### src/rtl/dma_window_engine_if.sv
// Bundle of the controller handshake, RAM port and filter-buffer port of the DMA window engine.
// The engine connects through the slave modport; the master modport is the surrounding system.
interface dma_window_engine_if #(
    parameter int K  = 5,
    parameter int DW = 16,
    parameter int AW = 16
);
    logic                  start;
    logic [1:0]            op;
    logic [AW-1:0]         start_address;
    logic [AW-1:0]         offset;
    logic [7:0]            filter_number;
    logic [DW-1:0]         cnn_in_data;
    logic                  finish;
    logic [K*K*DW-1:0]     window_out;
    logic                  mem_en;
    logic                  mem_write;
    logic [AW-1:0]         mem_addr;
    logic [DW-1:0]         mem_wdata;
    logic [DW-1:0]         mem_rdata;
    logic                  fb_write;
    logic                  fb_bias_sel;
    logic [6:0]            fb_index;
    logic [DW-1:0]         fb_data;

    modport master (
        output start, op, start_address, offset, filter_number, cnn_in_data, mem_rdata,
        input  finish, window_out, mem_en, mem_write, mem_addr, mem_wdata,
               fb_write, fb_bias_sel, fb_index, fb_data
    );

    modport slave (
        input  start, op, start_address, offset, filter_number, cnn_in_data, mem_rdata,
        output finish, window_out, mem_en, mem_write, mem_addr, mem_wdata,
               fb_write, fb_bias_sel, fb_index, fb_data
    );
endinterface

### src/rtl/dma_window_engine.sv
// DMA responder: turns one controller request into a back-to-back stream of single-word
// RAM accesses, feeding either the KxK window register or the filter/bias buffer.
module dma_window_engine #(
    parameter int K    = 5,
    parameter int DW   = 16,
    parameter int AW   = 16,
    parameter int MAXB = 120
) (
    input  logic                  clk,
    input  logic                  reset,
    dma_window_engine_if.slave    bus
);
    localparam int NW = K * K;
    localparam int IW = 7;

    typedef enum logic [1:0] {IDLE, ISSUE, DRAIN, DONE} state_t;

    state_t             r_state;
    logic [1:0]         r_op;
    logic [AW-1:0]      r_offset;
    logic [AW-1:0]      r_row_base;
    logic [IW-1:0]      r_col;
    logic [IW-1:0]      r_k;
    logic [IW-1:0]      r_last;
    logic               r_smp_v;
    logic [IW-1:0]      r_smp_idx;
    logic               r_finish;
    logic               r_mem_en;
    logic               r_mem_write;
    logic [AW-1:0]      r_mem_addr;
    logic [DW-1:0]      r_mem_wdata;
    logic [NW*DW-1:0]   r_window;
    logic               r_fb_write;
    logic               r_fb_bias_sel;
    logic [IW-1:0]      r_fb_index;
    logic [DW-1:0]      r_fb_data;

    logic [AW-1:0]      w_base;
    logic [IW-1:0]      w_cnt;
    logic               w_empty;

    // Request decode from the live inputs, only consumed on the accepting edge.
    always_comb begin
        w_base  = bus.start_address +
                  ((bus.op == 2'd2) ? (AW'(bus.filter_number) * AW'(NW)) : {AW{1'b0}});
        w_cnt   = (bus.filter_number > 8'(MAXB)) ? IW'(MAXB) : bus.filter_number[IW-1:0];
        w_empty = (bus.op == 2'd3) && (bus.filter_number == 8'd0);
    end

    // Request FSM and RAM address sequencer.
    always_ff @(posedge clk or negedge reset) begin
        if (!reset) begin
            r_state     <= IDLE;
            r_op        <= 2'd0;
            r_offset    <= {AW{1'b0}};
            r_row_base  <= {AW{1'b0}};
            r_col       <= {IW{1'b0}};
            r_k         <= {IW{1'b0}};
            r_last      <= {IW{1'b0}};
            r_smp_v     <= 1'b0;
            r_smp_idx   <= {IW{1'b0}};
            r_finish    <= 1'b0;
            r_mem_en    <= 1'b0;
            r_mem_write <= 1'b0;
            r_mem_addr  <= {AW{1'b0}};
            r_mem_wdata <= {DW{1'b0}};
        end else begin
            // The RAM samples the presented read address on this edge; data follows one cycle later.
            r_smp_v   <= r_mem_en & ~r_mem_write;
            r_smp_idx <= r_k;
            case (r_state)
                IDLE: begin
                    if (bus.start) begin
                        r_op        <= bus.op;
                        r_offset    <= bus.offset;
                        r_row_base  <= w_base;
                        r_col       <= {IW{1'b0}};
                        r_k         <= {IW{1'b0}};
                        r_last      <= (bus.op == 2'd3) ? (w_cnt - IW'(1)) : IW'(NW - 1);
                        r_mem_addr  <= w_base;
                        r_mem_wdata <= bus.cnn_in_data;
                        if (w_empty) begin
                            r_state <= DONE;
                        end else begin
                            r_state     <= ISSUE;
                            r_mem_en    <= 1'b1;
                            r_mem_write <= (bus.op == 2'd1);
                        end
                    end
                end
                ISSUE: begin
                    if (r_op == 2'd1) begin
                        r_state     <= DONE;
                        r_mem_en    <= 1'b0;
                        r_mem_write <= 1'b0;
                        r_finish    <= 1'b1;
                    end else if (r_k == r_last) begin
                        r_state  <= DRAIN;
                        r_mem_en <= 1'b0;
                    end else begin
                        r_k <= r_k + IW'(1);
                        // Window reads jump to the next row after K columns; other ops stay linear.
                        if ((r_op == 2'd0) && (r_col == IW'(K - 1))) begin
                            r_col      <= {IW{1'b0}};
                            r_row_base <= r_row_base + r_offset;
                            r_mem_addr <= r_row_base + r_offset;
                        end else begin
                            r_col      <= r_col + IW'(1);
                            r_mem_addr <= r_mem_addr + AW'(1);
                        end
                    end
                end
                DRAIN: begin
                    r_state  <= DONE;
                    r_finish <= 1'b1;
                end
                DONE: begin
                    if (bus.start) begin
                        r_finish <= 1'b1;
                    end else begin
                        r_finish <= 1'b0;
                        r_state  <= IDLE;
                    end
                end
                default: begin
                    r_state     <= IDLE;
                    r_finish    <= 1'b0;
                    r_mem_en    <= 1'b0;
                    r_mem_write <= 1'b0;
                end
            endcase
        end
    end

    // Read-data capture into the window register or the filter/bias buffer.
    always_ff @(posedge clk or negedge reset) begin
        if (!reset) begin
            r_window      <= {(NW*DW){1'b0}};
            r_fb_write    <= 1'b0;
            r_fb_bias_sel <= 1'b0;
            r_fb_index    <= {IW{1'b0}};
            r_fb_data     <= {DW{1'b0}};
        end else if (r_smp_v) begin
            if (r_op == 2'd0) begin
                r_fb_write <= 1'b0;
                for (int i = 0; i < NW; i++) begin
                    if (r_smp_idx == IW'(i)) begin
                        r_window[i*DW +: DW] <= bus.mem_rdata;
                    end
                end
            end else begin
                r_fb_write    <= 1'b1;
                r_fb_bias_sel <= (r_op == 2'd3);
                r_fb_index    <= r_smp_idx;
                r_fb_data     <= bus.mem_rdata;
            end
        end else begin
            r_fb_write <= 1'b0;
        end
    end

    assign bus.finish      = r_finish;
    assign bus.window_out  = r_window;
    assign bus.mem_en      = r_mem_en;
    assign bus.mem_write   = r_mem_write;
    assign bus.mem_addr    = r_mem_addr;
    assign bus.mem_wdata   = r_mem_wdata;
    assign bus.fb_write    = r_fb_write;
    assign bus.fb_bias_sel = r_fb_bias_sel;
    assign bus.fb_index    = r_fb_index;
    assign bus.fb_data     = r_fb_data;
endmodule

### src/flat_wrapper.sv
// flat-port wrapper written by rule: the top's interface ports become plain ports
module dma_window_engine_flat 
#(
    parameter int K    = 5,
    parameter int DW   = 16,
    parameter int AW   = 16,
    parameter int MAXB = 120
)
  (clk, reset, bus_start, bus_op, bus_start_address, bus_offset, bus_filter_number, bus_cnn_in_data, bus_mem_rdata, bus_finish, bus_window_out, bus_mem_en, bus_mem_write, bus_mem_addr, bus_mem_wdata, bus_fb_write, bus_fb_bias_sel, bus_fb_index, bus_fb_data);
  dma_window_engine_if #(.K(K), .DW(DW), .AW(AW)) bus_i ();
  input  logic clk;
  input  logic reset;
  input wire logic [$bits(bus_i.start)-1:0] bus_start;
  input wire logic [$bits(bus_i.op)-1:0] bus_op;
  input wire logic [$bits(bus_i.start_address)-1:0] bus_start_address;
  input wire logic [$bits(bus_i.offset)-1:0] bus_offset;
  input wire logic [$bits(bus_i.filter_number)-1:0] bus_filter_number;
  input wire logic [$bits(bus_i.cnn_in_data)-1:0] bus_cnn_in_data;
  input wire logic [$bits(bus_i.mem_rdata)-1:0] bus_mem_rdata;
  output wire logic [$bits(bus_i.finish)-1:0] bus_finish;
  output wire logic [$bits(bus_i.window_out)-1:0] bus_window_out;
  output wire logic [$bits(bus_i.mem_en)-1:0] bus_mem_en;
  output wire logic [$bits(bus_i.mem_write)-1:0] bus_mem_write;
  output wire logic [$bits(bus_i.mem_addr)-1:0] bus_mem_addr;
  output wire logic [$bits(bus_i.mem_wdata)-1:0] bus_mem_wdata;
  output wire logic [$bits(bus_i.fb_write)-1:0] bus_fb_write;
  output wire logic [$bits(bus_i.fb_bias_sel)-1:0] bus_fb_bias_sel;
  output wire logic [$bits(bus_i.fb_index)-1:0] bus_fb_index;
  output wire logic [$bits(bus_i.fb_data)-1:0] bus_fb_data;
  assign bus_i.start = bus_start;
  assign bus_i.op = bus_op;
  assign bus_i.start_address = bus_start_address;
  assign bus_i.offset = bus_offset;
  assign bus_i.filter_number = bus_filter_number;
  assign bus_i.cnn_in_data = bus_cnn_in_data;
  assign bus_i.mem_rdata = bus_mem_rdata;
  assign bus_finish = bus_i.finish;
  assign bus_window_out = bus_i.window_out;
  assign bus_mem_en = bus_i.mem_en;
  assign bus_mem_write = bus_i.mem_write;
  assign bus_mem_addr = bus_i.mem_addr;
  assign bus_mem_wdata = bus_i.mem_wdata;
  assign bus_fb_write = bus_i.fb_write;
  assign bus_fb_bias_sel = bus_i.fb_bias_sel;
  assign bus_fb_index = bus_i.fb_index;
  assign bus_fb_data = bus_i.fb_data;
  dma_window_engine #(.K(K), .DW(DW), .AW(AW), .MAXB(MAXB)) u_core (.clk(clk), .reset(reset), .bus(bus_i));
endmodule
### config.mk
export PLATFORM = sky130hd
export DESIGN_NAME = dma_window_engine_flat
export DESIGN_NICKNAME = d
export VERILOG_FILES = /design/src/rtl/dma_window_engine_if.sv /design/src/rtl/dma_window_engine.sv /design/src/flat_wrapper.sv
export SDC_FILE = /design/constraint.sdc
export NUM_CORES = 1
export LEC_CHECK = 0
export BUFFER_PORTS_ARGS = -buffer_cell sky130_fd_sc_hd__buf_2
export CAP_MARGIN = 10
export CELL_PAD_IN_SITES_DETAIL_PLACEMENT = 0
export CELL_PAD_IN_SITES_GLOBAL_PLACEMENT = 1
export CORE_ASPECT_RATIO = 1.2
export CORE_MARGIN = 3
export CORE_UTILIZATION = 47
export CTS_CLUSTER_SIZE = 20
export DETAILED_ROUTE_END_ITERATION = 16
export PLACE_DENSITY = 0.94
export SLEW_MARGIN = 0
export SYNTH_ARGS = -nofsm -noshare
export SYNTH_HDL_FRONTEND = slang
export SYNTH_SLANG_ARGS = --single-unit
### constraint.sdc
create_clock -name clk -period 6.3 [get_ports clk]
set_clock_uncertainty 0.15 [all_clocks]
set_input_delay 1.26 -clock clk [delete_from_list [all_inputs] [get_ports clk]]
set_output_delay 1.26 -clock clk [all_outputs]
set_load 0.01 [all_outputs]
==> metrics.md, run 1 <==
| Metric | Value |
|---|---|
| Status | complete, no violations |
| Cts hold-fix bufs | 0 |
| Detailed Route Iter0 Violations | between 1000 and 1500 |
| Core area | around 0.048 mm2 |
| Mapped Area | between 0.02 and 0.025 mm2 |
| Port bufs | ~540 |
| Most frequent cells in the layout | buf_2, dfrtp_1, mux2_2 |
| Leak | about 14 nW |
| TritonRoute pass-1 iters | 5 |
| Min cycle time layout | about 5.5 ns |
| Final wirelength | about 70 mm |
| Final Core Density | 0.580 |
| Worst hold path depth | 1 |
| Setup crit end kind | flop |
| Placer Congestion | about 0.89 |
| Vias in the first global route | roughly 17000 |
| Synthesis-stage register bit count | roughly 530 |
| Sequential fraction of the synthesis area | 0.570 |
| Area grow syn2layout | 21.5% |
| GRT Total Usage | 0.264 |
| Num CTS Buffers | 50 |
| Main synth FF type | dfrtp_1 |
| Largest net degree at the start of global routing | between 100 and 150 |
| Power Density | ~400 mW/mm2 |
| Worst R2R Path Depth | 6 |
| Final Slew Violations | 0 |
| Syn. warnings | 0 |
| I/O pins | roughly 540 |
| Final total power | 0.0110 W |
| Worst setup SP type | input port |
| Final nets | between 2000 and 2500 |
| Worst vdd ir | ~340 uV |
| Post-CTS Repair Setup Buffers | 0 |
| Rows | a little under 90 |
| Final setup violation count | 0 |
| Final period utilization | 0.873 |
| FMAX | ~180 MHz |
| Cell variety after synth | 83 |
| DRC Markers | 0 |
| Layout cells sized above 1 | 0.498 |
| Minimum hold slack | around 0.32 ns |
| Syn Area/Cell | roughly 13 um2 |
| Setup TNS Final | 0 ns |
| Fin. Hold Viols | 0 |
| Worst-path clk slew | roughly 0.07 ns |
| RSZ-0062 raised after global routing | no |
| First-pass GRT wire length | 106 mm |
| CP required | ~6.6 ns |
| Avg WL per Cell | approximately 24 um |
| Dpl hpwl | just under 50 mm |
| Clock root buffer | clkbuf_16 |
| Die H | between 200 and 250 um |
| Crit Path Class | input port to flop |
| Asr flop ratio synth | 1.00 |
| Initial antenna violation count | 1 |
| Rel. slew slack | 0.165 |
| Post-synth EDFFs | 0 |
| Overflow after GRT | 0 |
| CTS tree | yes |
| Resized cells post-CTS | 0 |
| CP arrival | 5.82 ns |
| Worst-skew pair later-pin latency | 0.59 ns |
| Die W | between 200 and 250 um |
| Worst Tran Pin Value | 1.25 ns |
| H-tree Lvls | 2 |
| Crit Path Max Fanout | 6 |
| DIE AREA | roughly 0.052 mm2 |
| Clock tree buffer depth | 3 |
| Placed Cells | between 2000 and 3000 |
| DR vias | about 16000 |
| Commonest non-fill, non-tap cell in the layout | buf_2 |
| Non-Filler Instances | 2900 |
| Synth Instances | about 1700 |
| Vias per cell | around 5.6 |
| Clk sink count | ~530 |
| Initial Utilization | 0.477 |
| HP Class | flop to flop |
| Max cap viols | 0 |
| Net Count, Synth | 1870 |
| Routed Antenna Nets | 0 |
layer usage:
| layer | up-vias | global-route usage | wire, um |
|---|---|---|---|
| met4 | 2 | 0.115 | 3400 |
| li1 | 7143 | - | - |
| met2 | 659 | 0.466 | 35600 |
| met5 | - | 0 | 13 |
| met3 | 181 | 0.0598 | 4850 |
| met1 | 8327 | 0.308 | 26200 |
final timing paths:
kind | start | endpoint | slack [ns]
setup / recovery | bus_filter_number[3] | u_core.bus.mem_addr[12] | 0.80
hold / removal | u_core.bus.mem_write | u_core.r_smp_v | 0.32
setup reg to reg | u_core.r_op[0] | u_core.r_row_base[14] | 2.84
hold reg to reg | u_core.bus.mem_write | u_core.r_smp_v | 0.32
max in group asynchronous | reset | u_core.bus.window_out[387] | 4.13
min in group asynchronous | reset | u_core.r_row_base[3] | 0.55
cell usage after synthesis (7+ instances only):
master / number / area share
nand4_1: 9 / 0.0024
inv_1: 39 / 0.0064
nor2_2: 8 / 0.0022
ha_1: 72 / 0.039
and3_1: 11 / 0.0030
nand3_1: 17 / 0.0037
nand2_1: 91 / 0.015
o21a_1: 8 / 0.0026
buf_4: 12 / 0.0039
xor2_1: 7 / 0.0027
buf_2: 22 / 0.0048
nor2b_1: 14 / 0.0038
a31oi_1: 18 / 0.0049
mux2_2: 458 / 0.22
clkbuf_1: 48 / 0.0078
dfrtp_1: 525 / 0.57
nor2_1: 62 / 0.010
xnor2_1: 38 / 0.014
o21ai_0: 48 / 0.010
nor3_1: 19 / 0.0041
a21o_1: 13 / 0.0042
a21oi_1: 45 / 0.0098
power breakdown:
group | total [W] | leakage (nW) | internal [W] | switching, W
clock network | 0.00313 | 0.847 | 0.00182 | 0.00131
registers | 0.00438 | 6.63 | 0.00395 | 0.000430
logic | 0.00348 | 6.55 | 0.00146 | 0.00202
final cells by class:
type	instances	area, um2
Clock inverter	17	220
Clock buffer	74	1500
Fill cell	3823	20300
Tap cell	630	788
Multi-Input combinational cell	1063	9370
Timing Repair Buffer	550	2840
Sequential cell	525	13100
Inverter	40	150
Antenna cell	1	2.50
cells by family after synthesis:
family | count (synthesis) | share of synthesized area
AND/OR/NAND/NOR | 270 | 0.0581
adder cells (fa/ha/maj) | 77 | 0.0434
multiplexers | 463 | 0.226
buffers and inverters | 128 | 0.0240
flip-flops | 525 | 0.570
AO/OA/AOI/OAI | 208 | 0.0612
XOR/XNOR | 45 | 0.0171
worst max-delay path: stages:
cell and delay, ns:
buf_2 0.15, inv_1 0.11, ha_1 0.30, ha_1 0.32
fa_1 0.47, ha_1 0.33, nor2b_1 0.15, o21ai_0 0.20
a21boi_0 0.15, o21ai_0 0.26, nand2_1 0.11, and2_1 0.16
nor3_1 0.18, ha_1 0.32, o21a_1 0.15, o21a_1 0.18
o22ai_2 0.18, xnor2_1 0.13, a221o_1 0.37, o32a_1 0.34
registers in the layout (all words and copies together) (netlist names), 16 cells and up:
register	count
u_core.bus.mem_addr	16
u_core.bus.fb_data	16
u_core.r_offset	16
u_core.bus.mem_wdata	16
u_core.r_row_base	16
u_core.bus.window_out	400
through the flow:
stage               setup slack [ns]  instance area (um2)
floorplan                      0.844                23100
global placement               0.283                26300
detailed placement             0.237                26300
CTS                            0.841                28000
global route                   0.554                28000
finish                         0.799                28000
(Power assumes the default switching activity.)
==> inputs of run 2 (changes only) <==
--- a/config.mk
+++ b/config.mk
@@ -11,10 +11,10 @@
 export CELL_PAD_IN_SITES_GLOBAL_PLACEMENT = 1
 export CORE_ASPECT_RATIO = 1.2
 export CORE_MARGIN = 3
-export CORE_UTILIZATION = 47
+export CORE_UTILIZATION = 39
 export CTS_CLUSTER_SIZE = 20
 export DETAILED_ROUTE_END_ITERATION = 16
-export PLACE_DENSITY = 0.94
+export PLACE_DENSITY = 0.84
 export SLEW_MARGIN = 0
 export SYNTH_ARGS = -nofsm -noshare
 export SYNTH_HDL_FRONTEND = slang
==> constraint.sdc (replaced) <==
create_clock -name clk -period 5 [get_ports clk]
set_clock_uncertainty 0.15 [all_clocks]
set_input_delay 1 -clock clk [delete_from_list [all_inputs] [get_ports clk]]
set_output_delay 1 -clock clk [all_outputs]
set_load 0.01 [all_outputs]
==> metrics.md, run 2 (same netlist as run 1, synthesis figures left out) <==
| Metric | Value |
|---|---|
| Final Slew Violations | 0 (unchanged) |
| Setup TNS Final | 0 ns (unchanged) |
| Largest delay share family, worst path | adder cells |
| Sequential Power Share | 0.391 (-0.007) |
| DIE AREA | 0.0621 mm2 (+20%) |
| Die W | 228 um (+9.5%) |
| Setup crit end kind | flop |
| Worst Tran Pin Value | 1.17 ns (-0.0781 ns) |
| Rel. slew slack | 0.217 (+0.0521) |
| Final Core Density | 0.491 (-0.0886) |
| Worst-skew pair later-pin latency | 0.58 ns (about the same) |
| Core area | 0.0584 mm2 (+21%) |
| Min cycle time layout | between 4 and 5 ns |
| Vias in the first global route | 17100 (+0.11%) |
| H-tree Lvls | 2 (unchanged) |
| Num CTS Buffers | 54 (+8.0%) |
| Final total power | 0.0141 W (+29%) |
| HP Class | input port to async pin |
| Crit path top cell by count | ha_1 |
| Met2 Resource Use GR | 0.398 (-0.0680) |
| Clock tree buffer depth | 3 (unchanged) |
| Fin. Hold Viols | 0 (unchanged) |
| Avg WL per Cell | 23.4 um (-3.2%) |
| Top Usage Layer GRT | met2 |
| Cts hold-fix bufs | 0 (unchanged) |
| CTS tree | yes |
| CP arrival | 5.19 ns (-0.63 ns) |
| Sw Ratio | 0.339 (-0.00256) |
| Worst vdd ir | 347 uV (+2.1%) |
| Worst setup SP type | input port |
| Final nets | 2422 (+1.6%) |
| Leak | 14.3 nW (+1.7%) |
| Area grow syn2layout | 24.3% |
| Clk sink count | 525 (unchanged) |
| Critical path, cell by cell | buf_2 > inv_1 > ha_1 > ha_4 > fa_1 > ha_1 > nor2b_4 > o21ai_2 > a21boi_1 > o21ai_1 > nand2_1 > and2_1 > nor3_1 > ha_1 > buf_4 > a21o_1 > o21bai_1 > a31oi_1 > o22ai_1 > nand3b_1 > a31o_2 > nand3_1 |
| Crit Path Max Fanout | 5 (-1) |
| Max cap viols | 0 (unchanged) |
| Post-CTS Repair Setup Buffers | 0 (unchanged) |
| Port bufs | 536 (unchanged) |
| Initial antenna violation count | 4 (+3) |
| Met1 Resource Use GR | 0.270 (-0.0385) |
| TritonRoute pass-1 iters | 5 (unchanged) |
| Final period utilization | 0.965 |
| Final wirelength | 72.6 mm (+3.6%) |
| Final setup violation count | 0 (unchanged) |
| CP required | 5.36 ns (-1.26 ns) |
| Rows | 97 (+10%) |
| RSZ-0062 raised after global routing | no |
| Dpl hpwl | 52.2 mm (+4.9%) |
| Layout cells sized above 1 | 0.508 (+0.00998) |
| Routed Antenna Nets | 0 (unchanged) |
| Largest net degree at the start of global routing | 112 (-23%) |
| CP max-delay cell | fa_1 |
| Vias per cell | 5.28 (-6.0%) |
| FMAX | just over 200 MHz |
| I/O pins | 537 (unchanged) |
| Psw | 0.00480 W (+28%) |
| Worst slack, placed | -0.451 ns (-0.688 ns) |
| Die H | 272 um (+9.5%) |
| Detailed Route Iter0 Violations | 1005 (-3.7%) |
| Max reg flops | 400 (unchanged) |
| CP max stage delay | 0.47 ns (about the same) |
| Commonest non-fill, non-tap cell in the layout | buf_2 |
| Met3 Usage GRT | 0.0578 (-0.00197) |
| Crit Path Class | input port to flop |
| Most frequent cells in the layout | buf_2, dfrtp_1, mux2_2 |
| Placer Congestion | 0.887 (+0.15%) |
| GRT Total Usage | 0.228 (-0.0362) |
| First-pass GRT wire length | 109 mm (+2.8%) |
| Combinational Power Share | 0.312 (-0.005) |
| Buf/Inv on CP | 3 (+1) |
| Clock power share | 0.297 (+0.012) |
| Initial Utilization | 0.395 (-0.0820) |
| DRC Markers | 0 (unchanged) |
| Worst-path clk slew | 0.06 ns (about the same) |
| Placed Cells | 3004 (+7.0%) |
| Status | complete, no violations |
| Power Density | 494 mW/mm2 (+26%) |
| DR vias | 16400 (+0.63%) |
| Overflow after GRT | 0 (unchanged) |
| Non-Filler Instances | 3106 (+7.1%) |
| Final worst slack | 0.174 ns (-0.624 ns) |
| Int Power | 0.00934 W (+29%) |
| Clock root buffer | clkbuf_16 |
[run 2: layout make-up]
| class | count | area (um2) |
|---|---|---|
| Antenna cell | 1 | 2.50 |
| Clock buffer | 73 | 1500 |
| Clock inverter | 28 | 360 |
| Fill cell | 5052 | 29700 |
| Inverter | 40 | 150 |
| Multi-Input combinational cell | 1063 | 9410 |
| Sequential cell | 525 | 13100 |
| Tap cell | 792 | 991 |
| Timing Repair Buffer | 584 | 3100 |
[run 2: repair_timing]
action | CTS | global route
gates resized for setup | 0 | 1
setup endpoints to repair | 0 | 2
endpoints found under the hold margin | 0 | 0
[run 2: path summary, 6_finish.rpt]
path	to	cells after the start	slack (ns)	from
min in group clk	u_core.r_smp_v	1	0.29	u_core.bus.mem_write
max	u_core.bus.mem_addr[15]	22	0.17	bus_filter_number[2]
min reg2reg	u_core.r_smp_v	1	0.29	u_core.bus.mem_write
min	u_core.r_offset[4]	1	0.29	reset
max reg2reg	u_core.r_row_base[14]	10	1.68	u_core.r_state[1]
max in group asynchronous	u_core.bus.window_out[127]	2	3.30	reset
[run 2: stage by stage]
stage	instance area, um2	hold WS (ns)
3_3_place_gp	26800	0.291
5_1_grt	28700	0.309
2_1_floorplan	23100	0.261
3_5_place_dp	26800	0.294
6_report	28700	0.290
4_1_cts	28700	0.295
[run 2: power by group through the flow]
stage	sequential, W	clock, W	combinational (W)
after global placement	0.00557	0	0.00433
after floorplan	0.00567	0	0.00263
after global routing	0.00562	0.00447	0.00484
after detailed placement	0.00560	0	0.00443
after CTS	0.00553	0.00429	0.00445
final	0.00553	0.00420	0.00441
[run 2: per-layer routing]
metal / vias to the layer above / part of all wire
met5: - / 0
met4: 0 / 0.041
met3: 154 / 0.068
met2: 570 / 0.50
met1: 8456 / 0.39
li1: 7235 / -
